--- src/rtl/hd44780_ctrl.sv ---
// rtl/hd44780_ctrl.sv - write-only HD44780 8-bit bus sequencer: power-on init, then two ROM text lines
//
// Ports:
//   clk       system clock, rising edge
//   rst_n     asynchronous active-low reset
//   refresh   one-cycle pulse requesting a rewrite of both text lines
//   rom_addr  character ROM address (line 0 at 0x00+i, line 1 at 0x40+i)
//   rom_data  character ROM data, combinational from rom_addr
//   lcd_rs    0 = instruction, 1 = data
//   lcd_rw    always 0 (write only)
//   lcd_e     enable strobe
//   lcd_db    8-bit data bus
//   busy      a sequence is in progress
//   done      first full text pass finished; sticky until reset

module hd44780_ctrl #(
  parameter int CYC_US   = 12,
  parameter int POR_US   = 40000,
  parameter int LINE_LEN = 16
) (
  input  logic       clk,
  input  logic       rst_n,
  input  logic       refresh,
  output logic [6:0] rom_addr,
  input  logic [7:0] rom_data,
  output logic       lcd_rs,
  output logic       lcd_rw,
  output logic       lcd_e,
  output logic [7:0] lcd_db,
  output logic       busy,
  output logic       done
);

  localparam logic [2:0] S_POR   = 3'd0;
  localparam logic [2:0] S_SETUP = 3'd1;
  localparam logic [2:0] S_EHIGH = 3'd2;
  localparam logic [2:0] S_HOLD  = 3'd3;
  localparam logic [2:0] S_EXEC  = 3'd4;
  localparam logic [2:0] S_FETCH = 3'd5;
  localparam logic [2:0] S_IDLE  = 3'd6;

  // Counter reload values are "cycles - 1": a phase ends on the cycle the counter reads zero.
  localparam logic [23:0] T_POR  = 24'(POR_US * CYC_US - 1);
  localparam logic [23:0] T_US   = 24'(CYC_US - 1);
  localparam logic [23:0] T_40   = 24'(40 * CYC_US - 1);
  localparam logic [23:0] T_100  = 24'(100 * CYC_US - 1);
  localparam logic [23:0] T_1640 = 24'(1640 * CYC_US - 1);
  localparam logic [23:0] T_4100 = 24'(4100 * CYC_US - 1);
  localparam logic [5:0]  LAST_CHR = 6'(LINE_LEN - 1);

  function automatic logic [7:0] init_byte(input logic [2:0] idx);
    case (idx)
      3'd4:    return 8'h08;
      3'd5:    return 8'h01;
      3'd6:    return 8'h06;
      3'd7:    return 8'h0C;
      default: return 8'h38;
    endcase
  endfunction

  logic [2:0]  state_q, state_d;
  logic [23:0] cnt_q, cnt_d;
  logic        in_text_q, in_text_d;
  logic [2:0]  init_idx_q, init_idx_d;
  logic        line_q, line_d;
  logic        cmd_q, cmd_d;          // current text write is the line-address instruction
  logic [5:0]  chr_q, chr_d;
  logic        pend_q, pend_d;
  logic        busy_q, busy_d;
  logic        done_q, done_d;
  logic        e_q, e_d;
  logic        rs_q, rs_d;
  logic [7:0]  db_q, db_d;
  logic [6:0]  addr_q, addr_d;
  logic        start_text;
  logic        cnt_zero;
  logic [2:0]  init_nxt;
  logic [5:0]  chr_nxt;

  assign cnt_zero = (cnt_q == 24'd0);
  assign init_nxt = init_idx_q + 3'd1;
  assign chr_nxt  = chr_q + 6'd1;

  always_comb begin
    state_d    = state_q;
    cnt_d      = cnt_zero ? cnt_q : cnt_q - 24'd1;
    in_text_d  = in_text_q;
    init_idx_d = init_idx_q;
    line_d     = line_q;
    cmd_d      = cmd_q;
    chr_d      = chr_q;
    pend_d     = pend_q | refresh;
    busy_d     = busy_q;
    done_d     = done_q;
    rs_d       = rs_q;
    db_d       = db_q;
    addr_d     = addr_q;
    start_text = 1'b0;

    case (state_q)
      S_POR: if (cnt_zero) begin
        state_d = S_SETUP;
        cnt_d   = T_US;
        rs_d    = 1'b0;
        db_d    = init_byte(3'd0);
      end
      S_SETUP: if (cnt_zero) begin
        state_d = S_EHIGH;
        cnt_d   = T_US;
      end
      S_EHIGH: if (cnt_zero) begin
        state_d = S_HOLD;
        cnt_d   = T_US;
      end
      S_HOLD: if (cnt_zero) begin
        state_d = S_EXEC;
        // The first two init writes carry the long function-set settle times.
        if (!in_text_q && init_idx_q == 3'd0)      cnt_d = T_4100;
        else if (!in_text_q && init_idx_q == 3'd1) cnt_d = T_100;
        else if (!rs_q && db_q == 8'h01)           cnt_d = T_1640;
        else                                       cnt_d = T_40;
      end
      S_EXEC: if (cnt_zero) begin
        if (!in_text_q) begin
          if (init_idx_q == 3'd7) begin
            start_text = 1'b1;
          end else begin
            init_idx_d = init_nxt;
            state_d    = S_SETUP;
            cnt_d      = T_US;
            db_d       = init_byte(init_nxt);
          end
        end else if (cmd_q) begin
          cmd_d   = 1'b0;
          chr_d   = 6'd0;
          state_d = S_FETCH;
          addr_d  = {line_q, 6'd0};
        end else if (chr_q != LAST_CHR) begin
          chr_d   = chr_nxt;
          state_d = S_FETCH;
          addr_d  = {line_q, chr_nxt};
        end else if (!line_q) begin
          line_d  = 1'b1;
          cmd_d   = 1'b1;
          state_d = S_SETUP;
          cnt_d   = T_US;
          rs_d    = 1'b0;
          db_d    = 8'hC0;
        end else begin
          done_d = 1'b1;
          // A refresh seen during the pass (or right now) chains straight into a new pass.
          if (pend_d) begin
            start_text = 1'b1;
          end else begin
            state_d = S_IDLE;
            busy_d  = 1'b0;
          end
        end
      end
      S_FETCH: begin
        state_d = S_SETUP;
        cnt_d   = T_US;
        rs_d    = 1'b1;
        db_d    = rom_data;
      end
      S_IDLE: if (refresh) start_text = 1'b1;
      default: begin
        state_d = S_POR;
        cnt_d   = T_POR;
      end
    endcase

    if (start_text) begin
      in_text_d = 1'b1;
      line_d    = 1'b0;
      cmd_d     = 1'b1;
      chr_d     = 6'd0;
      state_d   = S_SETUP;
      cnt_d     = T_US;
      rs_d      = 1'b0;
      db_d      = 8'h80;
      pend_d    = 1'b0;
      busy_d    = 1'b1;
    end

    e_d = (state_d == S_EHIGH);
  end

  always_ff @(posedge clk or negedge rst_n) begin
    if (!rst_n) begin
      state_q    <= S_POR;
      cnt_q      <= T_POR;
      in_text_q  <= 1'b0;
      init_idx_q <= 3'd0;
      line_q     <= 1'b0;
      cmd_q      <= 1'b0;
      chr_q      <= 6'd0;
      pend_q     <= 1'b0;
      busy_q     <= 1'b1;
      done_q     <= 1'b0;
      e_q        <= 1'b0;
      rs_q       <= 1'b0;
      db_q       <= 8'h00;
      addr_q     <= 7'h00;
    end else begin
      state_q    <= state_d;
      cnt_q      <= cnt_d;
      in_text_q  <= in_text_d;
      init_idx_q <= init_idx_d;
      line_q     <= line_d;
      cmd_q      <= cmd_d;
      chr_q      <= chr_d;
      pend_q     <= pend_d;
      busy_q     <= busy_d;
      done_q     <= done_d;
      e_q        <= e_d;
      rs_q       <= rs_d;
      db_q       <= db_d;
      addr_q     <= addr_d;
    end
  end

  assign rom_addr = addr_q;
  assign lcd_rs   = rs_q;
  assign lcd_rw   = 1'b0;
  assign lcd_e    = e_q;
  assign lcd_db   = db_q;
  assign busy     = busy_q;
  assign done     = done_q;

endmodule
--- config.mk ---
export PLATFORM = sky130hd
export DESIGN_NAME = hd44780_ctrl
export DESIGN_NICKNAME = d
export VERILOG_FILES = /design/src/rtl/hd44780_ctrl.sv
export SDC_FILE = /design/constraint.sdc
export NUM_CORES = 1
export LEC_CHECK = 0
export BUFFER_PORTS_ARGS = -buffer_cell sky130_fd_sc_hd__buf_2
export CAP_MARGIN = 30
export CELL_PAD_IN_SITES_DETAIL_PLACEMENT = 0
export CELL_PAD_IN_SITES_GLOBAL_PLACEMENT = 1
export CORE_ASPECT_RATIO = 1.2
export CORE_UTILIZATION = 41
export CTS_CLUSTER_SIZE = 12
export DETAILED_ROUTE_END_ITERATION = 8
export GPL_ROUTABILITY_DRIVEN = 1
export PLACE_DENSITY = 0.86
export SYNTH_ARGS = -nofsm -noshare
export SYNTH_HDL_FRONTEND = slang
export SYNTH_SLANG_ARGS = --single-unit
--- constraint.sdc ---
create_clock -name clk -period 2.43 [get_ports clk]
set_input_delay 0.1215 -clock clk [delete_from_list [all_inputs] [get_ports clk]]
set_output_delay 0.1215 -clock clk [all_outputs]
set_load 0.005 [all_outputs]
==> impl_metrics.env, run 1 <==
export IMPL_fin_crit_ns=2.364
export IMPL_vias=3334
export IMPL_ys_ff_latch=59
export IMPL_port_buffers=29
export IMPL_yosysTopAreaCellShare_pct=30.84
export IMPL_syn2layout_area_growth_pct=24.68
export IMPL_ys_types=72
export IMPL_synthTopCellsByCount="dfrtp_1, nand2_1, nor2_1, a21oi_1, o21ai_0"
export IMPL_drc=0
export IMPL_dr_pass1_iters=5
export IMPL_hold_path_class="in2reg"
export IMPL_ys_seq_area_share_pct=41.89
export IMPL_p_total_mw=2.099
export IMPL_crit_start="cnt_q[1]"
export IMPL_critPathTopFamily="simple AND/OR/NAND/NOR gates"
export IMPL_routed_wl_um=9440
export IMPL_cpMaxStageDelayCell="dfstp_2"
export IMPL_worst_pin_slew_ns=0.6710
export IMPL_async_flop_share_pct=100.0
export IMPL_synthesis_area_um2=3570
export IMPL_finalSetupTns_ns=0
export IMPL_path_class="reg2reg"
export IMPL_grt_first_pass_wirelength_um=15750
export IMPL_grt_usage_pct=22.17
export IMPL_reg2reg_depth=9
export IMPL_die_y_um=104.2
export IMPL_syn_nets=418
export IMPL_nNetsFinal=487
export IMPL_maxCapViolCount=0
export IMPL_pin_count=31
export IMPL_slew_violations=0
export IMPL_clockBufferDepth=2
export IMPL_setup_viol=0
export IMPL_synth_edff_count=0
export IMPL_finalHoldViolCount=0
export IMPL_num_rows=36
export IMPL_initial_core_util_pct=43.07
export IMPL_overflow=0
export IMPL_grt_max_degree=60
export IMPL_dpl_hpwl_um=6978
export IMPL_min_period_over_period_pct=97.28
export IMPL_path_clk_slew_ns=0.08
export IMPL_r2r_start="cnt_q[1]"
export IMPL_n_antenna_cell=0
export IMPL_whs_path_depth=3
export IMPL_synth_area_leaders="dfrtp_1, dfstp_2, nand2_1, a21oi_1, nor2_1"
export IMPL_arrival_ns=2.61
export IMPL_cp_max_fo=6
export IMPL_viasPerCell=5.689
export IMPL_wl_per_cell_um=16.11
export IMPL_syn_avg_cell_area_um2=8.969
export IMPL_fmax_mhz=423.0
export IMPL_netlist_instances=398
export IMPL_crit_path_end_kind="flip-flop"
export IMPL_min_from="rom_data[2]"
export IMPL_rr_endpoint="cnt_q[0]"
export IMPL_gp_congestion=0.9108
export IMPL_clkSinkCount=59
export IMPL_slew_headroom_pct=55.10
export IMPL_drt_iter0_drc=311
export IMPL_ys_warn_count=0
export IMPL_skew_ns=0.01545
export IMPL_cts_root_buf="clkbuf_8"
export IMPL_crit_chain="inv_1 > ha_2 > nor4b_4 > and4_1 > and2_2 > inv_2 > ha_1 > o311ai_1 > o2111ai_1"
export IMPL_rsz0062_at_grt="false"
export IMPL_ys_flop_type="dfrtp_1"
export IMPL_cp_required_ns=2.67
export IMPL_p_leak_nw=1.933
export IMPL_synth_top_area_cell="dfrtp_1"
export IMPL_cp_num_buf_inv=2
export IMPL_core_area_um2=8288
export IMPL_outcome="finished, final reports clean"
export IMPL_antenna_found_initial=0
export IMPL_nFillCells=785
export IMPL_cts_buffers=9
export IMPL_drtAntennaViolNets=0
export IMPL_clock_latency_ns=0.35
export IMPL_h_tree_depth=3
export IMPL_rrSetupSlack_ns=0.07
export IMPL_slowest_delay_ns=0.38
export IMPL_die_x_um=87.18
export IMPL_die_area_um2=9085
export IMPL_holdPathEnd="lcd_db[2]"
export IMPL_critPathLaunchType="flip-flop"
export IMPL_ir_worst_vdd_mv=0.3600
export IMPL_grt_pass1_vias=3216
export IMPL_tritoncts="done"
export IMPL_p_per_area_nw_per_um2=471.5
export IMPL_drive_gt1_share_pct=29.03
## cells in the final DEF, fill, tap and decap left out, drive strengths merged, types with 3 or more instances in the layout
cell and n:
dfrtp 44, nor2b 3, or4 4, ha 9, nand3 15, xnor2 14, a31oi 6, nand2 44
o311ai 4, o31ai 8, mux2 4, a31o 3, o22ai 4, xor2 4, nor4 8, a21o 4
nand3b 3, or3 7, clkbuf 10, nor3 19, buf 76, nor3b 3, nand4 4, a21oi 27
inv 12, and3 5, nor2 36, a211oi 9, o21ai 26, o211ai 4, and2 4, dfstp 15
nand2b 5
## tightest hold or removal path, stage by stage
cell and delay, ns:
buf_2 0.10, nand2_1 0.04, a311oi_1 0.08
## cell families (layout without fill, tap and decap cells)
| group | count (synthesis) | in the layout | share of synthesized area [%] |
|---|---|---|---|
| simple gates | 169 | 169 | 25.17 |
| compound gates | 110 | 110 | 20.58 |
| flops | 59 | 59 | 41.89 |
| buf+inv | 28 | 102 | 3.435 |
| xor+xnor | 18 | 18 | 4.416 |
| fa+ha+maj | 9 | 9 | 3.155 |
| mux | 4 | 4 | 1.262 |
| other cells | 1 | 1 | 0.1051 |
## layout make-up
type / instances / area (um^2) / share of cell area [%]
Clock buffer: 10 / 137.6 / 3.092
Sequential cell: 59 / 1495 / 33.60
Inverter: 9 / 33.78 / 0.7591
Timing Repair Buffer: 77 / 533.0 / 11.98
Multi-Input combinational cell: 311 / 2013 / 45.23
Clock inverter: 6 / 95.09 / 2.137
Tap cell: 114 / 142.6 / 3.205
## metrics by stage
step / hold WS [ns] / util [%] / cell area [um^2] / worst slack [ns] / std cells
6_report: 0.02606 / 53.70 / 4451 / 0.06614 / 586
5_1_grt: 0.03119 / 53.70 / 4451 / 0.001254 / 586
4_1_cts: 0.01501 / 52.85 / 4380 / 0.01071 / 584
3_3_place_gp: 0.1513 / 49.91 / 4136 / 0.08236 / 567
2_1_floorplan: -0.1741 / - / 3591 / 0.04630 / 398
3_5_place_dp: 0.1550 / 49.91 / 4136 / 0.01525 / 567
## registers in the layout, indices dropped and copies added (netlist names)
name / flops
lcd_rs: 1
busy: 1
lcd_db: 8
line_q: 1
in_text_q: 1
chr_q: 6
pend_q: 1
state_q: 3
cnt_q: 24
lcd_e: 1
cmd_q: 1
init_idx_q: 3
rom_addr: 7
done: 1
## metal layers
layer	up-vias	global-route usage [%]	share of wire, %
li1	1609	-	-
met1	1617	30.08	46
met2	90	34.81	48
met3	18	3.413	3.9
met4	0	9.368	2.2
met5	-	0	0
## what timing repair did
item,CTS,global route
resized for setup,1,9
endpoints found under the hold margin,44,0
setup buffers,0,2
hold buffers,1,0
pin swaps,0,2
setup endpoints to repair,3,29
gates cloned,0,0
## report_power, final
part | switching, mW | total (mW) | internal (mW) | leakage [nW]
combinational | 0.0298 | 0.0495 | 0.0197 | 1.13
sequential | 0.00585 | 0.995 | 0.989 | 0.689
clock | 0.436 | 1.05 | 0.618 | 0.118
## worst max-delay path by stage
stage	depth (start not counted)	endpoint
after floorplan	11	cnt_q[0]
after detailed placement	9	cnt_q[19]
after global placement	8	cnt_q[18]
final	9	cnt_q[0]
after global routing	9	cnt_q[0]
after CTS	6	lcd_db[5]
(Power assumes the default switching activity.)
==> inputs of run 2 (changes only) <==
--- a/config.mk
+++ b/config.mk
@@ -10,11 +10,11 @@
 export CELL_PAD_IN_SITES_DETAIL_PLACEMENT = 0
 export CELL_PAD_IN_SITES_GLOBAL_PLACEMENT = 1
 export CORE_ASPECT_RATIO = 1.2
-export CORE_UTILIZATION = 41
+export CORE_UTILIZATION = 46
 export CTS_CLUSTER_SIZE = 12
 export DETAILED_ROUTE_END_ITERATION = 8
 export GPL_ROUTABILITY_DRIVEN = 1
-export PLACE_DENSITY = 0.86
+export PLACE_DENSITY = 0.91
 export SYNTH_ARGS = -nofsm -noshare
 export SYNTH_HDL_FRONTEND = slang
 export SYNTH_SLANG_ARGS = --single-unit
==> constraint.sdc (replaced) <==
create_clock -name clk -period 2.6 [get_ports clk]
set_input_delay 0.13 -clock clk [delete_from_list [all_inputs] [get_ports clk]]
set_output_delay 0.13 -clock clk [all_outputs]
set_load 0.005 [all_outputs]
==> run 2 against run 1 <==
Clock power is 9% lower. Global-route usage increased by 3.5 points. Non-clock buffer count shrank 21. Count of clock-buffer cells in the layout decreased by 1. Highest routed layer unchanged.
==> impl_metrics.env, run 2 (synthesized netlist as in run 1, its figures left out) <==
export IMPL_pin_count=31
export IMPL_dpl_cell_area_um2=3946
export IMPL_dr_pass1_iters=5
export IMPL_outcome="finished, final reports clean"
export IMPL_critPathLaunchType="flip-flop"
export IMPL_clock_latency_ns=0.35
export IMPL_drc=0
export IMPL_critPathTopFamily="simple AND/OR/NAND/NOR gates"
export IMPL_initial_core_util_pct=48.50
export IMPL_die_area_um2=8118
export IMPL_crit_start="cnt_q[17]"
export IMPL_drt_iter0_drc=215
export IMPL_grt_first_pass_wirelength_um=15620
export IMPL_largest_register_ffs=24
export IMPL_cts_buffers=9
export IMPL_use_met2_pct=41.07
export IMPL_fin_util_pct=56.94
export IMPL_grt_usage_pct=25.63
export IMPL_cp_max_fo=12
export IMPL_worst_pin_slew_ns=0.6739
export IMPL_viasPerCell=6.026
export IMPL_slew_violations=0
export IMPL_vias=3260
export IMPL_min_period_over_period_pct=93.76
export IMPL_whs_path_depth=3
export IMPL_finalInstanceArea_um2=4190
export IMPL_syn2layout_area_growth_pct=17.39
export IMPL_slew_headroom_pct=55.07
export IMPL_overflow=0
export IMPL_cp_required_ns=2.88
export IMPL_rr_endpoint="lcd_db[4]"
export IMPL_crit_path_end_kind="flip-flop"
export IMPL_p_leak_nw=1.796
export IMPL_cts_root_buf="clkbuf_8"
export IMPL_r2r_start="cnt_q[17]"
export IMPL_fin_crit_ns=2.438
export IMPL_clkSinkCount=59
export IMPL_grt_pass1_vias=3150
export IMPL_clockBufferDepth=2
export IMPL_whs_ns=0.03218
export IMPL_core_area_um2=7360
export IMPL_min_from="rom_data[2]"
export IMPL_reg2reg_depth=6
export IMPL_slowest_delay_ns=0.57
export IMPL_holdPathEnd="lcd_db[2]"
export IMPL_rsz0062_at_grt="false"
export IMPL_path_class="reg2reg"
export IMPL_ir_worst_vdd_mv=0.2412
export IMPL_p_per_area_nw_per_um2=462.2
export IMPL_skew_ns=0.007843
export IMPL_cp_num_buf_inv=0
export IMPL_postCtsSetupBuffers=0
export IMPL_nFillCells=661
export IMPL_num_rows=34
export IMPL_die_y_um=98.50
export IMPL_grt_max_degree=34
export IMPL_gp_congestion=0.8800
export IMPL_tritoncts="done"
export IMPL_crit_chain="or4_4 > or3_4 > nor3_4 > a31o_4 > o311ai_0 > a21oi_1"
export IMPL_port_buffers=29
export IMPL_die_x_um=82.42
export IMPL_path_clk_slew_ns=0.08
export IMPL_routed_wl_um=9225
export IMPL_antenna_found_initial=0
export IMPL_fmax_mhz=410.2
export IMPL_h_tree_depth=3
export IMPL_finalHoldViolCount=0
export IMPL_seqCellArea_um2=1495
export IMPL_setup_viol=0
export IMPL_drive_gt1_share_pct=24.17
export IMPL_grtUsageMet3_pct=4.537
export IMPL_wl_per_cell_um=17.05
export IMPL_finalSetupTns_ns=0
export IMPL_maxCapViolCount=0
export IMPL_cpMaxStageDelayCell="or4_4"
export IMPL_n_antenna_cell=0
export IMPL_hold_path_class="in2reg"
export IMPL_nNetsFinal=466
export IMPL_regMostFlops="cnt_q"
export IMPL_rrSetupSlack_ns=0.16
export IMPL_drtAntennaViolNets=0
export IMPL_grt_met1_usage_pct=33.67
export IMPL_arrival_ns=2.72
export IMPL_final_cell_mix="nand2_1, dfrtp_1, nor2_1, buf_2, a21oi_1"
export IMPL_gr_max_usage_layer="met2"
export IMPL_multiInputGateArea_um2=1961
export IMPL_dpl_hpwl_um=6719
-- run 2: worst max-delay path by stage --
stage / endpoint / cells after the start / slack (ns)
2_1_floorplan: cnt_q[0] / 11 / 0.05
3_3_place_gp: cnt_q[9] / 8 / 0.19
3_5_place_dp: lcd_db[4] / 6 / 0.15
4_1_cts: lcd_e / 9 / 0.13
5_1_grt: lcd_e / 9 / 0.05
6_report: lcd_db[4] / 6 / 0.16
-- run 2: metrics by stage --
step	instances	setup WS [ns]	power, mW
2_1_floorplan	398	0.05163	0.9557
3_3_place_gp	524	0.1874	0.9932
3_5_place_dp	524	0.1533	0.9942
4_1_cts	541	0.1306	1.956
5_1_grt	541	0.04751	2.009
6_report	541	0.1623	1.937
-- run 2: area by class of cell --
class / instances / area share [%]
Sequential cell: 59 / 35.68
Inverter: 9 / 0.8062
Multi-Input combinational cell: 311 / 46.79
Clock inverter: 7 / 2.419
Timing Repair Buffer: 56 / 8.659
Tap cell: 90 / 2.687
Clock buffer: 9 / 2.956
-- run 2: layer usage --
| layer | vias to the layer above | part of all wire (%) | wire length [um] |
|---|---|---|---|
| li1 | 1563 | - | - |
| met1 | 1574 | 44 | 4045 |
| met2 | 109 | 49 | 4528 |
| met3 | 14 | 5.2 | 477 |
| met4 | 0 | 1.9 | 174 |
| met5 | - | 0 | 0 |
-- run 2: repair_timing --
action / CTS / global route
setup endpoints to repair: 0 / 3
hold buffers: 1 / 0
resized for setup: 0 / 1
hold endpoints to repair: 19 / 0
-- run 2: worst min-delay path: cells and delay by family --
family	cells	cell delay, ns
buffers and inverters	1	0.10
AOI/OAI and AO/OA	1	0.08
and+or+nand+nor	1	0.04
-- run 2: where the power goes --
group | switching (mW) | total (mW) | internal (mW)
Sequential | 0.00524 | 0.930 | 0.925
Clock | 0.414 | 0.959 | 0.545
Combinational | 0.0289 | 0.0472 | 0.0183
